## config.mk

```make
export PLATFORM = sky130hd
export DESIGN_NAME = reg_file
export DESIGN_NICKNAME = d
export VERILOG_FILES = /design/src/rtl/reg_file.sv
export SDC_FILE = /design/constraint.sdc
export NUM_CORES = 2
export LEC_CHECK = 0
export CORE_ASPECT_RATIO = 1.1
export CORE_MARGIN = 3
export CORE_UTILIZATION = 25
export CTS_BUF_LIST = sky130_fd_sc_hd__clkbuf_4 sky130_fd_sc_hd__clkbuf_8 sky130_fd_sc_hd__clkbuf_16
export CTS_CLUSTER_DIAMETER = 120
export DETAILED_ROUTE_END_ITERATION = 10
export PLACE_DENSITY_LB_ADDON = 0.15
export SYNTH_ARGS = -nofsm -noshare
export SYNTH_HDL_FRONTEND = slang
export SYNTH_SLANG_ARGS = --single-unit
```

## constraint.sdc

```tcl
create_clock -name clk -period 7.15 [get_ports clk]
set_input_delay 2.145 -clock clk [delete_from_list [all_inputs] [get_ports clk]]
set_output_delay 2.145 -clock clk [all_outputs]
set_load 0.01 [all_outputs]
```

## src/rtl/reg_file.sv

```systemverilog
// General-purpose register file with two masked read buses, one write port and
// post-read signed auto-adjust on each read port (PC advance, SP push/pop).
module reg_file #(
    parameter int               WIDTH    = 32,
    parameter int               NUM_REGS = 16,
    parameter int               PC_IDX   = 15,
    parameter logic [WIDTH-1:0] RESET_PC = '0,
    localparam int              SEL_W    = (NUM_REGS > 1) ? $clog2(NUM_REGS) : 1
) (
    input  logic             clk,
    input  logic             rst_n,
    input  logic [WIDTH-1:0] in,
    input  logic             ld,
    input  logic [SEL_W-1:0] sel_in,
    input  logic             oe_a,
    input  logic             oe_b,
    input  logic [SEL_W-1:0] sel_a,
    input  logic [SEL_W-1:0] sel_b,
    input  logic [7:0]       count_a,
    input  logic [7:0]       count_b,
    input  logic [WIDTH-1:0] a_reg_mask,
    input  logic [WIDTH-1:0] b_reg_mask,
    output logic [WIDTH-1:0] out_a,
    output logic [WIDTH-1:0] out_b,
    output logic [WIDTH-1:0] pc
);

    localparam int SEL_SPAN = 2 ** SEL_W;

    // Read view padded to the full select range; unpopulated slots read as zero.
    logic [WIDTH-1:0] rd_val [SEL_SPAN];

    logic [WIDTH-1:0] adj_a;
    logic [WIDTH-1:0] adj_b;
    logic             cnt_a_en;
    logic             cnt_b_en;

    assign adj_a    = {{(WIDTH-8){count_a[7]}}, count_a};
    assign adj_b    = {{(WIDTH-8){count_b[7]}}, count_b};
    assign cnt_a_en = oe_a && (count_a != 8'd0);
    assign cnt_b_en = oe_b && (count_b != 8'd0);

    genvar gi;
    generate
        for (gi = 0; gi < SEL_SPAN; gi++) begin : g_reg
            if (gi < NUM_REGS) begin : g_live
                localparam logic [SEL_W-1:0] IDX     = SEL_W'(gi);
                localparam logic [WIDTH-1:0] RST_VAL = (gi == PC_IDX) ? RESET_PC : '0;

                logic [WIDTH-1:0] q_reg;
                logic [WIDTH-1:0] q_next;
                logic             hit_a;
                logic             hit_b;
                logic             hit_ld;

                assign hit_a  = cnt_a_en && (sel_a == IDX);
                assign hit_b  = cnt_b_en && (sel_b == IDX);
                assign hit_ld = ld && (sel_in == IDX);

                // A write wins over any adjust; both ports adjusting the same
                // register fold into a single sum.
                always_comb begin
                    q_next = q_reg;
                    if (hit_ld) begin
                        q_next = in;
                    end else begin
                        q_next = q_reg + (hit_a ? adj_a : '0) + (hit_b ? adj_b : '0);
                    end
                end

                always_ff @(posedge clk or negedge rst_n) begin
                    if (!rst_n) begin
                        q_reg <= RST_VAL;
                    end else begin
                        q_reg <= q_next;
                    end
                end

                assign rd_val[gi] = q_reg;
            end else begin : g_empty
                assign rd_val[gi] = '0;
            end
        end
    endgenerate

    // Disabled buses drive zero so several sources can be OR-combined.
    assign out_a = oe_a ? (rd_val[sel_a] & a_reg_mask) : '0;
    assign out_b = oe_b ? (rd_val[sel_b] & b_reg_mask) : '0;
    assign pc    = rd_val[PC_IDX];

endmodule

```

-- Yosys cells after proc, flatten, opt, wreduce, memory -nomap -nowiden
Cells that the tools add are included.
- bits of input ports: 129
- bits in registers: 512
- word-level logic and storage cells: 210
- equality and inequality tests: 45
- $add $sub $neg: 32
- mux-type cells: 56
- bitwise logic cells: 4
- reduce and logical (&&, ||, !) cells: 55
- order comparisons: 2
- operators with widths (operator ; count):
    $mux 32 ; 54
    $add 32x32->32 ; 32
    $bmux 32 s4 ; 2
    $eq 4x4->1 const B ; 24
    $and 32x32->32 ; 2
    $logic_and 1x1->1 ; 50
    $eq 4x3->1 const B ; 12
    $eq 4x2->1 const B ; 6
    $reduce_bool 8->1 ; 2
    $eq 4x1->1 const B ; 3
    $logic_not 4->1 ; 3
    $ge 5x5->1 const B ; 2
    $not 4->5 ; 2

-- Logic depth before layout (Yosys ltp)
- word-level depth: 7
- gate-level depth with buffers: 24
- mapped depth without buffers: 22

-- Least setup slack after synthesis
Ideal clock, no wire load.
- path type: in2reg
- start point: input port sel_b[0]
- end point: register g_reg[14].g_live.q_reg[31]
- library setup time: 125 ps
- stages: 22
- slack: 153 ps
- arrival time: 6872 ps
- path through: clkbuf_1 -> buf_2 -> nand2b_1 -> nor2_1 -> clkbuf_1 -> clkbuf_1 -> xor2_1 -> ha_1 -> a21o_1 -> ha_1 -> a211o_1 -> or3_1 -> o21ai_2 -> o21bai_2 -> a211oi_4 -> o41ai_2 -> a31o_1 -> a221o_1 -> nor3_2 -> nor2_1 -> xnor2_1 -> mux2_2
- longest elaborated chain between the ends: 5
- RTL lines (item ; line ; source):
    from (decl) ; 18 ; input logic [SEL_W-1:0] sel_b,
    $eq 4x4->1 ; 57 ; assign hit_b = cnt_b_en && (sel_b == IDX);
    $logic_and 1x1->1 ; 57 ;
    $mux 32 ; 67 ; q_next = q_reg + (hit_a ? adj_a : '0) + (hit_b ? adj_b : '0);
    $add 32x32->32 ; 67 ;
    $mux 32 ; 64 ; if (hit_ld) begin
    named net g_reg[14].g_live.q_next[31] ; 51 ; logic [WIDTH-1:0] q_next;
    to (signal assigned) ; 75 ; q_reg <= q_next;
    to (decl) ; 50 ; logic [WIDTH-1:0] q_reg;
The timed path passes the listed nets, and every way through them passes these cells.

-- Worst setup path in the final report
- start point: input port sel_b[0]
- end point: output port out_b[15]
- longest elaborated chain between the ends: 6
- RTL lines (item ; line ; source):
    $not 4->5 (not written as such) ; 88 ; assign out_b = oe_b ? (rd_val[sel_b] & b_reg_mask) : '0;
    $bmux 32 s4 ; 88 ;
    $mux 32 (not written as such) (2 in series) ; 88 ;
    $and 32x32->32 ; 88 ;
    $mux 32 ; 88 ;
    to (decl) ; 24 ; output logic [WIDTH-1:0] out_b,
No other way between the ends. The select of a mux whose other input is x is not followed.

==> metrics.txt <==
ANT nets after route=0; Worst Min Path Start=g_reg[3].g_live.q_reg[0]$_DFF_PN0_; largest stage delay on the critical path=between 0.6 and 0.7 ns; clock slew at reported path FFs=0.06 ns; Synth Register Bits=512; CTS tree=built; clk buf depth=3; highest clock rate=~0.14 GHz; vias per inst=4.96; Area Growth Syn to Fin=28.9%; first-pass GRT wire length=around 400 mm; Routed WL=around 270 mm; WHS Endpoint=g_reg[3].g_live.q_reg[0]$_DFF_PN0_; Synth area leader=dfrtp_1; DP HPWL=220 mm; maxcap violations=0; final setup fails=0; initial antenna violation count=25; routed vias=58.3k; Lkg Pwr=roughly 43 nW; Crit path top cell by count=mux4_2; CTS Sinks=slightly above 500; row count=between 150 and 200; grt total ovfl=0; Max stage delay cell, worst path=mux4_2; hold_ws=about 0.73 ns; post-route cell area=roughly 83000 sq um; crit-path max FO=36; Die Span Y=between 500 and 600 um; # fillers=between 20k and 30k; clk_lat worst skew=0.71 ns; reg2reg path depth=17; Avg Synthesized Cell Area=between 9 and 10 sq um; Slew Limit Headroom=0.178; PwrDens=between 300 and 400 nW/um^2; Area after DPL=79500 sq um; Crit. End Element=output pin; RSZ-0062 raised after global routing=true; Main synth FF type=dfrtp_1; Port Buffer Count=roughly 220; hold crit path type=flop to flop; CP Launch Type=primary input; maximum VDD drop=roughly 0.21 mV; share of the synthesized area in the top cell type=0.199; wire per inst=approximately 23 um; Die Footprint=between 200000 and 300000 sq um; Tmin final=~7.1 ns; reg2reg setup slack=between 2 and 3 ns; Mapped Cells=approximately 7k; critical path class=primary input to output pin; period utilisation layout=0.995; Root Buffer=clkbuf_16; Crit path required time=about 5.0 ns; R2R Path End=g_reg[5].g_live.q_reg[27]$_DFF_PN0_; Hold Fails Final Rpt=0; Initial Util=0.251; Hold Buf Count CTS=0; most frequent cells after synthesis=ha_1 (848), nand2_1 (606), a21o_1 (601); nets=9350; Setup Skew=0.0432 ns; vias in the first global route=between 60k and 70k; largest net degree at the start of global routing=roughly 110; arrival time at the worst endpoint=roughly 5 ns; synth warn=0; I/O Pins=about 230; Synth Cell Area=64500 sq um; post-synthesis sequential area ratio=0.199; Slew Viols, Final=0; Final GP Congestion=0.930; DRC errors left=0; largest cells by area after synthesis=dfrtp_1 (20%), ha_1 (16%), mux4_2 (11%), a21o_1 (7.0%), xor2_1 (6.3%); top-count cell post-synth=ha_1; Num CTS Buffers=83; syn_nets=~8.2k; max FFs per register=between 400 and 500; core area=between 200000 and 300000 sq um; Worst-Margin Slew=1.23 ns; 1st-iter DRT viols=roughly 3.5k; router iterations before antenna repair=5; H-tree depth=3; asr flop ratio synth=1.00; Tot GR Track Use=0.203; Distinct cells, synth=89; worst r2r src=g_reg[5].g_live.q_reg[1]$_DFF_PN0_; Post-synth EDFFs=0; Worst Hold Depth=3; status=finished, final reports clean; chip width=490 um; share of cells above drive strength 1=0.235; critical-path cell list=buf_8, buf_4, buf_12, mux4_2, mux4_2, and3_1, clkdlybuf4s50_1
-- worst max-delay path: cells and delay by family --
kind                   cells  cell delay (ns)
buffers and inverters      4             1.23
and+or+nand+nor            1             0.24
muxes                      2             1.31
-- report_power, final --
part	switching [mW]	total, mW	internal [mW]
combinational	7.09	14.4	7.26
sequential	2.34	6.70	4.36
clock	1.78	4.40	2.63
-- kinds of logic (layout without fill, tap and decap cells) --
family | Yosys count | count (layout) | synth area share
compound gates | 2002 | 2002 | 0.199
xor+xnor | 825 | 825 | 0.112
fa+ha+maj | 992 | 992 | 0.209
buf+inv | 606 | 1867 | 0.0356
flops | 512 | 512 | 0.199
mux | 345 | 345 | 0.116
other cells | 0 | 14 | 0
simple gates | 1751 | 1751 | 0.130
-- worst max-delay path by stage --
stage	slack [ns]	from	to
after floorplan	0.15	sel_b[0]	g_reg[14].g_live.q_reg[31]$_DFF_PN0_
after global placement	-1.28	count_b[0]	g_reg[0].g_live.q_reg[31]$_DFF_PN0_
after detailed placement	-1.26	count_b[0]	g_reg[0].g_live.q_reg[31]$_DFF_PN0_
after CTS	0.003	count_b[7]	g_reg[3].g_live.q_reg[26]$_DFF_PN0_
after global routing	-0.03	count_a[7]	g_reg[12].g_live.q_reg[31]$_DFF_PN0_
final	0.03	sel_b[0]	out_b[15]
-- cell type report --
cell class / instances / area [sq um] / share of cell area
diodes: 14 / 35.0 / 0.000421
clock buffers: 126 / 2580 / 0.0310
clock inverters: 24 / 256 / 0.00308
inverters: 242 / 908 / 0.0109
multi-input cells: 5915 / 50300 / 0.604
flip-flops and latches: 512 / 12800 / 0.154
well taps: 3447 / 4310 / 0.0519
repair buffers: 1475 / 12000 / 0.144
-- metal layers --
layer / vias up / global-route usage / share of wire
li1: 27863 / - / -
met1: 29135 / 0.260 / 0.44
met2: 1055 / 0.352 / 0.48
met3: 258 / 0.0271 / 0.043
met4: 0 / 0.0622 / 0.031
met5: - / 0 / 0
-- placed cells by master (no fill, tap or decap), types with 20 or more instances in the layout --
master           netlist  layout
o31ai_1               45      40
o21a_1                43      43
nor2_1               385     336
and3_1               108     107
o211ai_1              25      25
and2_1               218     216
buf_4                  1    1210
a21oi_1              467     456
mux2_2                20      20
or3_1                 21      20
o21bai_1              54      54
a21o_1               601     600
nor2b_1               68      67
o21ai_0              413     411
clkdlybuf4s50_1        0     194
fa_1                 144     141
nand2_1              606     601
ha_1                 848     846
o21ai_1              103      96
nand3_1               79      76
clkbuf_8               0      23
dfrtp_1              512     512
xnor2_1              358     358
buf_12                 0      28
a211oi_1              34      33
clkbuf_16              0      85
a31oi_1               47      47
nand2b_1             102      96
nand4_1               24      24
xor2_1               467     467
nor3_1                68      55
inv_1                237     235
nor2_4                 0      34
mux4_2               320     320
-- what timing repair did --
action | in CTS | in global routing
endpoints found under the setup margin | 124 | 132
hold endpoints to repair | 0 | 0
resized for setup | 54 | 113
setup buffers | 0 | 6
pin swaps | 2 | 34
-- per-stage QoR --
stage / power, mW / utilization / worst slack [ns] / instances / setup TNS (ns)
floorplan: 14.3 / - / 0.153 / 7033 / 0
finish: 25.5 / 0.324 / 0.0325 / 11755 / 0
global route: 27.4 / 0.324 / -0.0254 / 11748 / -0.0754
global placement: 20.7 / 0.310 / -1.28 / 11585 / -172.80
detailed placement: 21.0 / 0.310 / -1.26 / 11585 / -164.39
CTS: 25.6 / 0.322 / 0.00326 / 11735 / 0
(Power assumes the default switching activity.)
